$ cat config.mk
export PLATFORM = sky130hd
export DESIGN_NAME = alarm_clock_ctrl
export DESIGN_NICKNAME = d
export VERILOG_FILES = /design/src/rtl/alarm_clock_ctrl.sv
export SDC_FILE = /design/constraint.sdc
export NUM_CORES = 1
export LEC_CHECK = 0
export ABC_CLOCK_PERIOD_IN_PS = 5100
export CAP_MARGIN = 10
export CELL_PAD_IN_SITES_DETAIL_PLACEMENT = 1
export CELL_PAD_IN_SITES_GLOBAL_PLACEMENT = 1
export CORE_MARGIN = 2
export CORE_UTILIZATION = 30
export DETAILED_ROUTE_END_ITERATION = 8
export MAX_ROUTING_LAYER = met4
export PLACE_DENSITY_LB_ADDON = 0.12
export SYNTH_ARGS = -nofsm -noshare
export SYNTH_HDL_FRONTEND = slang
export SYNTH_SLANG_ARGS = --single-unit
$ cat constraint.sdc
create_clock -name clk -period 5.1 [get_ports clk]
set_input_delay 0.765 -clock clk [delete_from_list [all_inputs] [get_ports clk]]
set_output_delay 0.765 -clock clk [all_outputs]
set_load 0.03 [all_outputs]
$ cat src/rtl/alarm_clock_ctrl.sv
// rtl/alarm_clock_ctrl.sv - alarm clock mode FSM, timekeeper and alarm
//
// Purpose: owns clock/alarm HH:MM registers, the adjust-mode FSM and the
// alarm ring; drives the BCD digit word for the display path.
// Optional feature macro: ALARM_SNOOZE_EN (btn_d while ringing snoozes).
//
// Ports:
//   clk          in   system clock
//   reset        in   synchronous, active-high reset
//   tick_1hz     in   one-cycle pulse at 1 Hz
//   btn_c/r/l/u/d in  one-cycle debounced button pulses (priority c>r>l>u>d)
//   disp_digits  out  BCD {hours_tens, hours, minutes_tens, minutes}
//   mode         out  current FSM state encoding
//   edit_mask    out  digits being edited (1 = blink)
//   alarm_ring   out  alarm active
module alarm_clock_ctrl #(
    parameter int TICKS_PER_MIN = 60,
    parameter int RING_TICKS    = 60,
    parameter int SNOOZE_MIN    = 5
) (
    input  logic        clk,
    input  logic        reset,
    input  logic        tick_1hz,
    input  logic        btn_c,
    input  logic        btn_r,
    input  logic        btn_l,
    input  logic        btn_u,
    input  logic        btn_d,
    output logic [15:0] disp_digits,
    output logic [2:0]  mode,
    output logic [3:0]  edit_mask,
    output logic        alarm_ring
);

    localparam int SEC_W  = (TICKS_PER_MIN > 1) ? $clog2(TICKS_PER_MIN) : 1;
    localparam int RING_W = (RING_TICKS > 1) ? $clog2(RING_TICKS) : 1;

    typedef enum logic [2:0] {
        CLOCK       = 3'b000,
        ADJ_MIN_CLK = 3'b010,
        ADJ_HR_CLK  = 3'b011,
        ADJ_MIN_ALM = 3'b100,
        ADJ_HR_ALM  = 3'b101
    } state_t;

    typedef enum logic [2:0] {
        BTN_NONE, BTN_C, BTN_R, BTN_L, BTN_U, BTN_D
    } btn_t;

    state_t              state_q, state_d;
    logic [4:0]          clk_hr_q, clk_hr_d;
    logic [5:0]          clk_min_q, clk_min_d;
    logic [4:0]          alm_hr_q, alm_hr_d;
    logic [5:0]          alm_min_q, alm_min_d;
    logic [SEC_W-1:0]    sec_cnt_q, sec_cnt_d;
    logic                ring_q, ring_d;
    logic [RING_W-1:0]   ring_cnt_q, ring_cnt_d;
`ifdef ALARM_SNOOZE_EN
    localparam int SNZ_W = $clog2(SNOOZE_MIN + 1);
    logic [SNZ_W-1:0]    snooze_cnt_q, snooze_cnt_d;
`endif

    btn_t btn_sel;
    logic btn_any;
    logic time_run;
    logic rollover;
    logic trigger;
    logic snooze_fire;
    logic consume;
    logic up;

    function automatic logic [5:0] step_min(input logic [5:0] v, input logic inc);
        if (inc) return (v == 6'd59) ? 6'd0 : v + 6'd1;
        return (v == 6'd0) ? 6'd59 : v - 6'd1;
    endfunction

    function automatic logic [4:0] step_hr(input logic [4:0] v, input logic inc);
        if (inc) return (v == 5'd23) ? 5'd0 : v + 5'd1;
        return (v == 5'd0) ? 5'd23 : v - 5'd1;
    endfunction

    // Ones digit is taken mod 16: v - 10*tens is below 10, so the low nibble is exact.
    function automatic logic [7:0] to_bcd(input logic [5:0] v);
        logic [3:0] tens;
        logic [3:0] ones;
        if (v >= 6'd50)      tens = 4'd5;
        else if (v >= 6'd40) tens = 4'd4;
        else if (v >= 6'd30) tens = 4'd3;
        else if (v >= 6'd20) tens = 4'd2;
        else if (v >= 6'd10) tens = 4'd1;
        else                 tens = 4'd0;
        ones = v[3:0] - tens * 4'd10;
        return {tens, ones};
    endfunction

    always_comb begin
        btn_sel = BTN_NONE;
        if (btn_c)      btn_sel = BTN_C;
        else if (btn_r) btn_sel = BTN_R;
        else if (btn_l) btn_sel = BTN_L;
        else if (btn_u) btn_sel = BTN_U;
        else if (btn_d) btn_sel = BTN_D;
    end

    assign btn_any  = btn_c | btn_r | btn_l | btn_u | btn_d;
    assign time_run = (state_q == CLOCK) || (state_q == ADJ_MIN_ALM) || (state_q == ADJ_HR_ALM);
    assign up       = (btn_sel == BTN_U);

    always_comb begin
        state_d     = state_q;
        clk_hr_d    = clk_hr_q;
        clk_min_d   = clk_min_q;
        alm_hr_d    = alm_hr_q;
        alm_min_d   = alm_min_q;
        sec_cnt_d   = sec_cnt_q;
        ring_d      = ring_q;
        ring_cnt_d  = ring_cnt_q;
        rollover    = 1'b0;
        snooze_fire = 1'b0;
`ifdef ALARM_SNOOZE_EN
        snooze_cnt_d = snooze_cnt_q;
`endif

        if (tick_1hz && time_run) begin
            if (sec_cnt_q == SEC_W'(TICKS_PER_MIN - 1)) begin
                sec_cnt_d = '0;
                rollover  = 1'b1;
                if (clk_min_q == 6'd59) begin
                    clk_min_d = 6'd0;
                    clk_hr_d  = (clk_hr_q == 5'd23) ? 5'd0 : clk_hr_q + 5'd1;
                end else begin
                    clk_min_d = clk_min_q + 6'd1;
                end
            end else begin
                sec_cnt_d = sec_cnt_q + SEC_W'(1);
            end
        end

        // Compare the post-rollover time against the current alarm register.
        trigger = rollover && (clk_hr_d == alm_hr_q) && (clk_min_d == alm_min_q);

`ifdef ALARM_SNOOZE_EN
        if (rollover && (snooze_cnt_q != '0)) begin
            snooze_cnt_d = snooze_cnt_q - SNZ_W'(1);
            snooze_fire  = (snooze_cnt_q == SNZ_W'(1));
        end
`endif

        // A button is swallowed when it silences the ring or collides with a new ring.
        consume = ring_q | trigger | snooze_fire;

        if (trigger || snooze_fire) begin
            ring_d     = 1'b1;
            ring_cnt_d = '0;
        end else if (ring_q && btn_any) begin
            ring_d     = 1'b0;
            ring_cnt_d = '0;
`ifdef ALARM_SNOOZE_EN
            snooze_cnt_d = (btn_sel == BTN_D) ? SNZ_W'(SNOOZE_MIN) : '0;
`endif
        end else if (ring_q && tick_1hz) begin
            if (ring_cnt_q == RING_W'(RING_TICKS - 1)) begin
                ring_d     = 1'b0;
                ring_cnt_d = '0;
            end else begin
                ring_cnt_d = ring_cnt_q + RING_W'(1);
            end
        end

        case (state_q)
            CLOCK: begin
                if (!consume && (btn_sel == BTN_C)) state_d = ADJ_HR_CLK;
            end
            ADJ_HR_CLK, ADJ_MIN_CLK, ADJ_HR_ALM, ADJ_MIN_ALM: begin
                if (!consume) begin
                    case (btn_sel)
                        BTN_C: state_d = CLOCK;
                        BTN_R: begin
                            case (state_q)
                                ADJ_HR_CLK:  state_d = ADJ_MIN_CLK;
                                ADJ_MIN_CLK: state_d = ADJ_HR_ALM;
                                ADJ_HR_ALM:  state_d = ADJ_MIN_ALM;
                                default:     state_d = ADJ_HR_CLK;
                            endcase
                        end
                        BTN_L: begin
                            case (state_q)
                                ADJ_HR_CLK:  state_d = ADJ_MIN_ALM;
                                ADJ_MIN_ALM: state_d = ADJ_HR_ALM;
                                ADJ_HR_ALM:  state_d = ADJ_MIN_CLK;
                                default:     state_d = ADJ_HR_CLK;
                            endcase
                        end
                        BTN_U, BTN_D: begin
                            case (state_q)
                                ADJ_HR_CLK: begin
                                    clk_hr_d  = step_hr(clk_hr_q, up);
                                    sec_cnt_d = '0;
                                end
                                ADJ_MIN_CLK: begin
                                    clk_min_d = step_min(clk_min_q, up);
                                    sec_cnt_d = '0;
                                end
                                ADJ_HR_ALM:  alm_hr_d  = step_hr(alm_hr_q, up);
                                default:     alm_min_d = step_min(alm_min_q, up);
                            endcase
                        end
                        default: ;
                    endcase
                end
            end
            default: state_d = CLOCK;
        endcase
    end

    always_ff @(posedge clk) begin
        if (reset) begin
            state_q    <= CLOCK;
            clk_hr_q   <= '0;
            clk_min_q  <= '0;
            alm_hr_q   <= '0;
            alm_min_q  <= '0;
            sec_cnt_q  <= '0;
            ring_q     <= 1'b0;
            ring_cnt_q <= '0;
`ifdef ALARM_SNOOZE_EN
            snooze_cnt_q <= '0;
`endif
        end else begin
            state_q    <= state_d;
            clk_hr_q   <= clk_hr_d;
            clk_min_q  <= clk_min_d;
            alm_hr_q   <= alm_hr_d;
            alm_min_q  <= alm_min_d;
            sec_cnt_q  <= sec_cnt_d;
            ring_q     <= ring_d;
            ring_cnt_q <= ring_cnt_d;
`ifdef ALARM_SNOOZE_EN
            snooze_cnt_q <= snooze_cnt_d;
`endif
        end
    end

    assign mode       = state_q;
    assign alarm_ring = ring_q;

    always_comb begin
        edit_mask = 4'b0000;
        case (state_q)
            ADJ_HR_CLK, ADJ_HR_ALM:   edit_mask = 4'b1100;
            ADJ_MIN_CLK, ADJ_MIN_ALM: edit_mask = 4'b0011;
            default:                  edit_mask = 4'b0000;
        endcase
    end

    always_comb begin
        if ((state_q == ADJ_MIN_ALM) || (state_q == ADJ_HR_ALM))
            disp_digits = {to_bcd({1'b0, alm_hr_q}), to_bcd(alm_min_q)};
        else
            disp_digits = {to_bcd({1'b0, clk_hr_q}), to_bcd(clk_min_q)};
    end

endmodule
; ---- Word level (Yosys, flattened, before mapping)
; Index checks and enable logic that the tools add are counted.
; W data, S select, Z words.
[word_totals]
reg_bits = 38
in_bits = 8
out_inout_bits = 24
word_cells = 197
[op_classes]
add_sub_neg = 14
mul = 4
n_lt_le_gt_ge = 20
n_eq_ne = 20
n_mux = 96
bitwise = 7
n_reduce_logical = 28
[ops]
columns = cell, count
row1 = $mux W6, 21
row2 = $mux W5, 15
row3 = $mux W3, 15
row4 = $mux W1, 27
row5 = $pmux W3 S3, 3
row6 = $add A6 B1 Y6 const B, 4
row7 = $eq A6 B6 Y1 const B, 4
row8 = $ge A5 B6 Y1 const B, 4
row9 = $ge A6 B5 Y1 const B, 4
row10 = $ge A6 B6 Y1 const B, 4
row11 = $ge A5 B5 Y1 const B, 4
row12 = $mul A4 B3 Y3 const B, 4
row13 = $mux W16, 1
row14 = $mux W2, 8
row15 = $mux W4, 4
row16 = $sub A4 B4 Y4, 4
row17 = $eq A3 B2 Y1 const B, 4
row18 = $eq A3 B3 Y1 const B, 4
row19 = $ge A6 B4 Y1 const B, 2
row20 = $logic_not A6 Y1, 2
row21 = $sub A6 B1 Y6 const B, 2
row22 = $add A5 B1 Y5 const B, 2
row23 = $eq A5 B5 Y1 const B, 2
row24 = $ge A5 B4 Y1 const B, 2
row25 = 23 further kinds, 43

; ---- Longest topological paths before layout
; Gate-level depths: netlist of the first run.
[depth]
ltp_word = 16
ltp_mapped = 12

; ---- Worst setup path before layout of the first run
; OpenSTA, ideal clock, no wires.
[synth_timing]
kind = register -> output
from = register alm_min_q[3]
to = output port disp_digits[3]
arrival_ns = 2.633
t_required_ns = 4.335
setup_slack_ns = 1.702
stages_incl_launch_ff = 13
path_cell_list = dfxtp_1 -> buf_1 -> clkinv_1 -> nor2_1 -> a21oi_1 -> nand2_1 -> o21ai_0 -> ha_1 -> fa_1 -> xor2_1 -> xnor2_1 -> nor2_1 -> a21oi_1
[synth_via]
elab_chain_len = 10
elab_cells_between_ends = 14
cone_classes = add/sub (1) / mul (1) / order compare (5) / mux (7)
[synth_rtl]
columns = element, line_no
row1 = start: declaration, 54  ; logic [5:0] alm_min_q, alm_min_d;
row2 = start signal: assignment, 234  ; alm_min_q <= alm_min_d;
row3 = $ge A6 B4 Y1, 90  ; else if (v >= 6'd10) tens = 4'd1;
row4 = $mux W1, 90
row5 = $mux W2, 89  ; else if (v >= 6'd20) tens = 4'd2;
row6 = $mux W2, 88  ; else if (v >= 6'd30) tens = 4'd3;
row7 = $mux W3, 87  ; else if (v >= 6'd40) tens = 4'd4;
row8 = $mux W3, 86  ; if (v >= 6'd50) tens = 4'd5;
row9 = $mux W4, 257  ; if ((state_q == ADJ_MIN_ALM) || (state_q == ADJ_HR_ALM))
row10 = $mul A4 B3 Y3, 92  ; ones = v[3:0] - tens * 4'd10;
row11 = $sub A4 B4 Y4 (*), 92
row12 = $mux W16 (*), 257
row13 = end: declaration, 29  ; output logic [15:0] disp_digits,
; Mark *: on every way between the ends. The rest lies on a longest branch, timed or not. The select of a mux whose other input is x is not followed.

; ---- Worst setup path in the final report of the first run
[layout_timing]
from = register alm_min_q[0]
to = output port disp_digits[3]
; Same word-level chain as after synthesis.

==> run summary, run 1 <==
status: finished clean
die width: 117.6 um
CTS resizes: 0
Final GP Congestion: 0.8060
crit path max fanout: 7
Synth Cell Area: 3870 um2
post-synthesis async set-or-reset flop share: 0
area share of the largest cell type after synthesis: 0.1966
initial antenna violation count: 0
Synth area leader: dfxtp_1
hold_sp: alm_min_q[2]
Avg Cell Area, Syn: 7.153 um2
vias in the first global route: 3822
Clk Latency, worst-skew pair: 300 ps
worst reg2reg path startpoint: mode[2]
# diodes: 0
kind of critical path: reg2out
Synth Warn #: 0
Worst VDD drop: 0.1367 mV
maxcap violations: 0
Total GRT Usage: 0.1853
PwrDens: 218.2 nW/um2
DP HPWL: 9042 um
fin crit share: 0.8690
Final min period: 4432 ps
crit start category: flip-flop
Setup violations, final: 0
EDFF count, synth: 0
Top FF cell, synth: dfxtp_1
PortBufs: 28
clock sink count: 38
CTS tree: built
Clock Tree Buf Depth: 2
routed len/inst: 17.55 um
I/O pins: 32
R2R cell count: 8
sequential area share after synthesis: 0.1966
CTS H-Tree Depth: 2
Hold Path Class: reg2reg
leading cell type in the layout, fill and taps excluded: nand2_1
DP Cell Count: 701
reg2reg end: alm_min_q[5]
die height: 117.6 um
Slew @ Worst Pin: 1114 ps
hold depth: 1
max-slew violations: 0
global-route wire length before repair: 20440 um
grt ovf: 0
Data arrival, critical path: 3670 ps
Placement Rows: 41
top post-synthesis cells by area: dfxtp_1, ha_1, nand2_1
Synth Register Bits: 38
Slew headroom: 0.2575
Pre-antenna DRT Iters: 6
hold buffer count at cts: 0
share of cells above drive strength 1: 0.05587
vias: 3939
clock edge transition at the registers on the reported setup and hold paths: 60 ps
commonest non-fill, non-tap cells in the layout: nand2_1, nor2_1, a21oi_1
Leak Pwr: 1.570 nW
r2r setup slk: 1670 ps
fmax: 0.2256 GHz
Layout Cells excl Fill: 709
Crit path required time: 4340 ps
endpoints failing hold: 0
nets: 566
final wirelength: 12440 um
Area growth, synth to finish: 13.19%
clock buffer count from CTS: 5
Crit. End Element: output pin
Residual DRC: 0
Iter 0 DRT Violations: 226
CP startpoint: alm_min_q[0]
Core Box Area: 12620 um2
clk root buf: clkbuf_16
pin count of the biggest net entering global routing: 26
unrepaired setup endpoints after global routing: false
Die Area: 13820 um2
synth unique cells: 75
initial core utilization: 0.3067
hold endpoint: alm_min_q[2]
Final ANT Viol Nets: 0
# Post-CTS Setup Buffers: 0
Syn Inst Count: 541
vias per inst: 5.556
skew final: 5.864 ps
final setup TNS: 0 ps
flip-flops by register name, indices dropped and copies added (netlist names):
name,count
sec_cnt_q,6
alm_hr_q,5
clk_hr_q,5
alm_min_q,6
clk_min_q,6
mode,3
ring_cnt_q,6
alarm_ring,1
where the power goes:
part	total, mW	internal, mW	switching (mW)
sequential	0.329	0.306	0.0223
clock	0.434	0.294	0.140
combinational	0.193	0.0778	0.115
layer usage:
layer / global-route usage / vias up / wire, um / share of wire
met2: 0.2807 / 50 / 5677 / 0.46
li1: - / 1938 / - / -
met1: 0.2630 / 1939 / 6260 / 0.50
met3: 0.02277 / 12 / 373 / 0.030
met5: - / - / 0 / 0
met4: 0.04443 / 0 / 132 / 0.011
logic make-up (layout without fill, tap and decap cells):
group	Yosys count	in the layout	synth area share
other	1	3	0.0009690
DFF	38	38	0.1966
buffers and inverters	68	62	0.08050
muxes	15	15	0.04041
xor gates and xnor gates	26	26	0.05884
adders and majority gates	22	22	0.07889
AOI/OAI and AO/OA	153	153	0.2664
and+or+nand+nor	218	218	0.2774
cell usage after synthesis (3+ instances only):
library cell / count
a31oi_1: 6
nand2b_1: 6
buf_6: 3
buf_2: 6
xnor2_1: 15
nor2b_1: 9
a2111oi_0: 4
nor2_1: 58
fa_1: 4
clkbuf_1: 28
buf_1: 4
nor4_1: 4
o31ai_1: 6
dfxtp_1: 38
nor3_1: 21
a221oi_1: 3
o21ai_1: 4
a311o_1: 3
a211oi_1: 8
a21oi_1: 43
nand4_1: 7
and3_1: 4
mux2_2: 5
o21ai_0: 32
nand3_1: 23
mux2i_1: 10
inv_1: 19
buf_4: 7
and4b_1: 4
a311oi_1: 3
xor2_1: 11
ha_1: 18
o211ai_1: 8
or3_1: 3
nand2_1: 60
worst max-delay path by stage:
stage / endpoint / slack (ps) / cells past startpoint
global route: disp_digits[3] / 400 / 13
CTS: disp_digits[3] / 620 / 13
floorplan: disp_digits[3] / 1700 / 12
finish: disp_digits[3] / 670 / 13
detailed placement: alm_min_q[5] / 780 / 9
global placement: disp_digits[3] / 1020 / 13
area by class of cell:
type                            instances  area (um2)
Fill cell                            1594        8239
Multi-Input combinational cell        437        2805
Sequential cell                        38       760.7
Timing Repair Buffer                   34       325.3
Tap cell                              172       215.2
Clock buffer                            6       138.9
Inverter                               20       75.07
Clock inverter                          2       60.06
critical path: stages, from the launching register on:
cell	delay (ps)
dfxtp_1	510
inv_1	220
ha_1	240
nor4_1	220
a21oi_1	120
nand2_1	70
o21ai_0	130
ha_1	250
fa_1	370
xor2_1	160
xnor2_1	160
nor2_1	60
a21oi_1	160
clkdlybuf4s50_1	690
through the flow:
| step | area [um2] | hold WS (ps) | total power, mW | setup WS [ps] | util |
|---|---|---|---|---|---|
| after floorplan | 3877 | 453.6 | 0.4715 | 1702 | - |
| after global placement | 4182 | 434.4 | 0.5275 | 1016 | 0.3314 |
| after detailed placement | 4182 | 464.3 | 0.5288 | 784.7 | 0.3314 |
| after CTS | 4380 | 472.3 | 0.9679 | 624.5 | 0.3471 |
| after global routing | 4380 | 485.3 | 0.9983 | 397.5 | 0.3471 |
| final | 4380 | 460.3 | 0.9557 | 668.1 | 0.3471 |
(Power assumes the default switching activity.)
==> run 2, diff against run 1 <==
Settings changed: CORE_UTILIZATION 30 to 47, SLEW_MARGIN from default to 20.
==> run 2 against run 1 <==
Compared with the run above:
- sequential cell count unchanged
- critical endpoint unchanged
- worst setup slack better by 130 ps
- wire length down 8.1%
- highest routed layer unchanged
- largest cell class unchanged
- die area down 35%
- clock power down 47%
- clock skew up 5.1 ps
- first-iteration DRC count down 20%
- critical path type unchanged
- hold slack better by 26 ps
- power down 22%
- final area down 4.7%
==> run summary, run 2 (synthesis gave the netlist of run 1 again) <==
grt ovf: 0 (unchanged)
commonest non-fill, non-tap cells in the layout: nand2_1, nor2_1, a21oi_1 (unchanged)
global-route wire length before repair: 19180 um (was 20440 um)
reg2reg end: alm_min_q[5] (unchanged)
Slew @ Worst Pin: 853.5 ps (was 1114 ps)
nets: 564 (was 566)
Leak Pwr: 1.511 nW (was 1.570 nW)
final wirelength: 11440 um (was 12440 um)
leading cell type in the layout, fill and taps excluded: nand2_1 (unchanged)
CP cell instances: inv_1, ha_1, nor4_1, a21oi_1, nand2_1, o21ai_0, ha_1, fa_1, xor2_1, xnor2_1, nor2_1, a21oi_1, clkdlybuf4s50_1 (unchanged)
CTS tree: built (unchanged)
buffers and inverters on the worst path: 2 (unchanged)
Place WS: 935.1 ps (was 784.7 ps)
die height: 94.74 um (was 117.6 um)
Final GP Congestion: 0.8386 (was 0.8060)
hold depth: 2 (was 1)
initial antenna violation count: 0 (unchanged)
Clock Tree Buf Depth: 2 (unchanged)
crit start category: flip-flop (unchanged)
die width: 94.74 um (was 117.6 um)
crit path max fanout: 7 (unchanged)
# diodes: 0 (unchanged)
unrepaired setup endpoints after global routing: false (unchanged)
Crit. End Element: output pin (unchanged)
vias per inst: 6.234 (was 5.556)
Hold Path Class: reg2reg (unchanged)
initial core utilization: 0.4782 (was 0.3067)
status: finished clean (unchanged)
fmax: 0.2323 GHz (was 0.2256 GHz)
PwrDens: 178.8 nW/um2 (was 218.2 nW/um2)
Worst VDD drop: 0.1790 mV (was 0.1367 mV)
fin crit share: 0.8441 (was 0.8690)
clock buffer count from CTS: 5 (unchanged)
Pwr Total: 0.7468 mW (was 0.9557 mW)
Iter 0 DRT Violations: 181 (was 226)
max-slew violations: 0 (unchanged)
hold buffer count at cts: 0 (unchanged)
Clk Latency, worst-skew pair: 300 ps (about the same)
Core Box Area: 8093 um2 (was 12620 um2)
final setup TNS: 0 ps (unchanged)
Placement Rows: 33 (was 41)
# Post-CTS Setup Buffers: 0 (unchanged)
R2R cell count: 8 (unchanged)
kind of critical path: reg2out (unchanged)
DP HPWL: 8474 um (was 9042 um)
Fin Hold WS: 485.9 ps (was 460.3 ps)
Final ANT Viol Nets: 0 (unchanged)
vias: 3990 (was 3939)
clk root buf: clkbuf_8 (was clkbuf_16)
endpoints failing hold: 0 (unchanged)
share of cells above drive strength 1: 0.05234 (was 0.05587)
r2r setup slk: 1700 ps (was 1670 ps)
Data arrival, critical path: 3540 ps (was 3670 ps)
Final min period: 4305 ps (was 4432 ps)
skew final: 10.98 ps (was 5.864 ps)
PortBufs: 28 (unchanged)
pin count of the biggest net entering global routing: 36 (was 26)
routed len/inst: 17.87 um (was 17.55 um)
Total GRT Usage: 0.2726 (was 0.1853)
maxcap violations: 0 (unchanged)
hold endpoint: ring_cnt_q[1] (was alm_min_q[2])
Area growth, synth to finish: 7.921% (was 13.19%)
Setup violations, final: 0 (unchanged)
CP max stage delay: 690 ps (about the same)
CTS resizes: 0 (unchanged)
Die Area: 8976 um2 (was 13820 um2)
Slew headroom: 0.4258 (was 0.2575)
Crit path required time: 4340 ps (about the same)
CTS H-Tree Depth: 2 (unchanged)
hold_sp: ring_cnt_q[1] (was alm_min_q[2])
vias in the first global route: 3908 (was 3822)
I/O pins: 32 (unchanged)
worst reg2reg path startpoint: mode[2] (unchanged)
Top delay family on crit path: buffers and inverters (unchanged)
Residual DRC: 0 (unchanged)
Pre-antenna DRT Iters: 5 (was 6)
clock sink count: 38 (unchanged)
Critical-path top delay cell: clkdlybuf4s50_1 (unchanged)
clock edge transition at the registers on the reported setup and hold paths: 90 ps (was 60 ps)
fin worst setup slack: 794.9 ps (was 668.1 ps)
## run 2: report_power, final
group	switching, mW	internal [mW]	leakage (nW)
combinational	0.112	0.0782	1.16
clock	0.119	0.109	0.0482
sequential	0.0223	0.306	0.307
total	0.253	0.494	1.51
## run 2: how the worst max path moves through the flow
| stage | depth (start not counted) | start | endpoint |
|---|---|---|---|
| 2_1_floorplan | 12 | alm_min_q[3] | disp_digits[3] |
| 3_3_place_gp | 13 | alm_min_q[0] | disp_digits[3] |
| 3_5_place_dp | 9 | tick_1hz | alm_min_q[5] |
| 4_1_cts | 13 | alm_min_q[0] | disp_digits[3] |
| 5_1_grt | 13 | alm_min_q[0] | disp_digits[3] |
| 6_report | 13 | alm_min_q[0] | disp_digits[3] |
## run 2: metal layers
| layer | track usage | wire (um) |
|---|---|---|
| met1 | 0.3618 | 5189 |
| met2 | 0.4273 | 5441 |
| met3 | 0.04868 | 649 |
| met4 | 0.07367 | 155 |
| met5 | - | 0 |
## run 2: stage by stage
step | area [um2] | cells | util
after CTS | 4174 | 640 | 0.5158
after global placement | 4083 | 632 | 0.5045
final | 4177 | 640 | 0.5161
after global routing | 4177 | 640 | 0.5161
after detailed placement | 4083 | 632 | 0.5045
after floorplan | 3877 | 543 | -
## run 2: tightest hold or removal path, stage by stage, from the launching register on
cell	delay, ps
dfxtp_1	330
nand2_1	60
a21oi_1	50
## run 2: final cells by class
| type | count | area, um2 |
|---|---|---|
| Clock inverter | 1 | 5.005 |
| Clock buffer | 7 | 86.33 |
| Inverter | 20 | 75.07 |
| Sequential cell | 38 | 760.7 |
| Fill cell | 1078 | 3916 |
| Multi-Input combinational cell | 437 | 2808 |
| Timing Repair Buffer | 32 | 310.3 |
| Tap cell | 105 | 131.4 |
==> run 3, diff against run 2 <==
Settings changed: ABC_CLOCK_PERIOD_IN_PS 5100 to 3800, CORE_UTILIZATION 47 to 39.
Clock period 5.1 ns to 3.8 ns, I/O delays scaled along.
==> run 3 against run 2 <==
Compared with the run above:
- hold slack improved by 27 ps
- die area rose by 20%
- power rose by 45%
- sequential power rose by 33%
- global-route usage fell by 3.3 points
- clock skew rose by 2.0 ps
- largest cell class unchanged
- largest power group unchanged
==> run summary, run 3 (synthesis gave the netlist of run 1 again) <==
I/O pins: 32 (unchanged)
die height: 103.6 um (was 94.74 um)
CTS resizes: 1 (was 0)
final wirelength: 12420 um (was 11440 um)
global-route wire length before repair: 20820 um (was 19180 um)
Iter 0 DRT Violations: 199 (was 181)
crit start category: flip-flop (unchanged)
Switching Share: 0.3371 (was 0.3389)
clock buffer count from CTS: 5 (unchanged)
Pre-antenna DRT Iters: 5 (unchanged)
Crit. End Element: output pin (unchanged)
Final GP Congestion: 0.9099 (was 0.8386)
Slew headroom: 0.4239 (was 0.4258)
leading cell type in the layout, fill and taps excluded: nand2_1 (unchanged)
routed len/inst: 17.95 um (was 17.87 um)
nets: 588 (was 564)
part of the power in registers: 0.403 (was 0.440)
Data arrival, critical path: 3010 ps (was 3540 ps)
Clk Latency, worst-skew pair: 310 ps (was 300 ps)
pin count of the biggest net entering global routing: 26 (was 36)
vias in the first global route: 4006 (was 3908)
Final ANT Viol Nets: 0 (unchanged)
Area growth, synth to finish: 13.97% (was 7.921%)
hold depth: 2 (unchanged)
vias: 4079 (was 3990)
# Post-CTS Setup Buffers: 0 (unchanged)
crit path max fanout: 13 (was 7)
grt ovf: 0 (unchanged)
clock sink count: 38 (unchanged)
status: finished clean (unchanged)
initial antenna violation count: 0 (unchanged)
Residual DRC: 0 (unchanged)
max-slew violations: 0 (unchanged)
Combinational Power Share: 0.251 (was 0.254)
vias per inst: 5.895 (was 6.234)
endpoints failing hold: 0 (unchanged)
Placement Rows: 36 (was 33)
Die Area: 10740 um2 (was 8976 um2)
unrepaired setup endpoints after global routing: false (unchanged)
Crit path required time: 3230 ps (was 4340 ps)
R2R cell count: 10 (was 8)
PwrDens: 245.0 nW/um2 (was 178.8 nW/um2)
fin crit share: 0.9428
multi-input logic area: 2805 um2 (was 2808 um2)
Filler Cell Count: 1237 (was 1078)
Setup violations, final: 0 (unchanged)
final setup TNS: 0 ps (unchanged)
Core Box Area: 9684 um2 (was 8093 um2)
share of cells above drive strength 1: 0.09660 (was 0.05234)
Final min period: 3583 ps
# diodes: 0 (unchanged)
skew final: 13.00 ps (was 10.98 ps)
kind of critical path: reg2out (unchanged)
Hold Path Class: reg2reg (unchanged)
register area: 762.0 um2 (was 760.7 um2)
initial core utilization: 0.3996 (was 0.4782)
Fin Hold WS: 512.8 ps (was 485.9 ps)
maxcap violations: 0 (unchanged)
DP HPWL: 9327 um (was 8474 um)
Slew @ Worst Pin: 856.3 ps (was 853.5 ps)
clk root buf: clkbuf_8 (unchanged)
PortBufs: 28 (unchanged)
hold buffer count at cts: 0 (unchanged)
CTS tree: built (unchanged)
die width: 103.6 um (was 94.74 um)
Leak Pwr: 1.652 nW (was 1.511 nW)
CTS H-Tree Depth: 2 (unchanged)
clock edge transition at the registers on the reported setup and hold paths: 100 ps (was 90 ps)
Switch Pwr: 0.3643 mW (was 0.2531 mW)
fmax: 0.2791 GHz
clock power share: 0.346 (was 0.306)
P_int: 0.7162 mW (was 0.4937 mW)
Total GRT Usage: 0.2396 (was 0.2726)
Worst VDD drop: 0.1536 mV (was 0.1790 mV)
Clock Tree Buf Depth: 2 (unchanged)
commonest non-fill, non-tap cells in the layout: nand2_1, nor2_1, a21oi_1 (unchanged)
-- run 3: metrics by stage --
stage	worst slack (ps)	utilization	cells	power [mW]	instance area, um2
global route	1.274	0.4554	692	1.140	4410
CTS	50.99	0.4554	692	1.088	4410
finish	217.3	0.4554	692	1.080	4410
floorplan	597.4	-	543	0.6328	3877
detailed placement	200.9	0.4438	684	0.7166	4298
global placement	332.4	0.4438	684	0.7149	4298
-- run 3: layout make-up --
class / count / share of cell area
sequential: 38 / 0.1728
tap: 133 / 0.03773
clock buffer: 5 / 0.01560
inverter: 20 / 0.01702
multi-input combinational: 437 / 0.6360
timing repair buffer: 56 / 0.1106
clock inverter: 3 / 0.01021
-- run 3: power by group through the flow --
stage               clock network, mW  registers, mW  logic, mW
global placement                    0          0.445      0.270
detailed placement                  0          0.445      0.272
global route                    0.401          0.439      0.300
finish                          0.373          0.436      0.271
CTS                             0.380          0.435      0.273
floorplan                           0          0.438      0.194
-- run 3: final timing paths --
path / from / end / slack (ps)
worst max-delay path: alm_hr_q[2] / disp_digits[11] / 220
worst min register to register: ring_cnt_q[1] / ring_cnt_q[1] / 510
worst max register to register: clk_min_q[1] / ring_cnt_q[3] / 720
worst min-delay path: ring_cnt_q[1] / ring_cnt_q[1] / 510
-- run 3: metal layers --
metal,routed length (um),share of wire,track usage,up-vias
met1,6151,0.50,0.3434,2001
met2,5696,0.46,0.3732,93
met5,0,0,-,-
met4,74,0.0060,0.03571,0
li1,-,-,-,1975
met3,499,0.040,0.02454,10
-- run 3: worst max-delay path, stage by stage (launching register included) --
cell and delay [ps]:
dfxtp_1 670, nor2_1 130, o21ai_0 170, a22o_1 180, ha_1 150, inv_1 40, fa_1 370, xor2_1 170
o21ai_0 140, clkdlybuf4s50_1 690
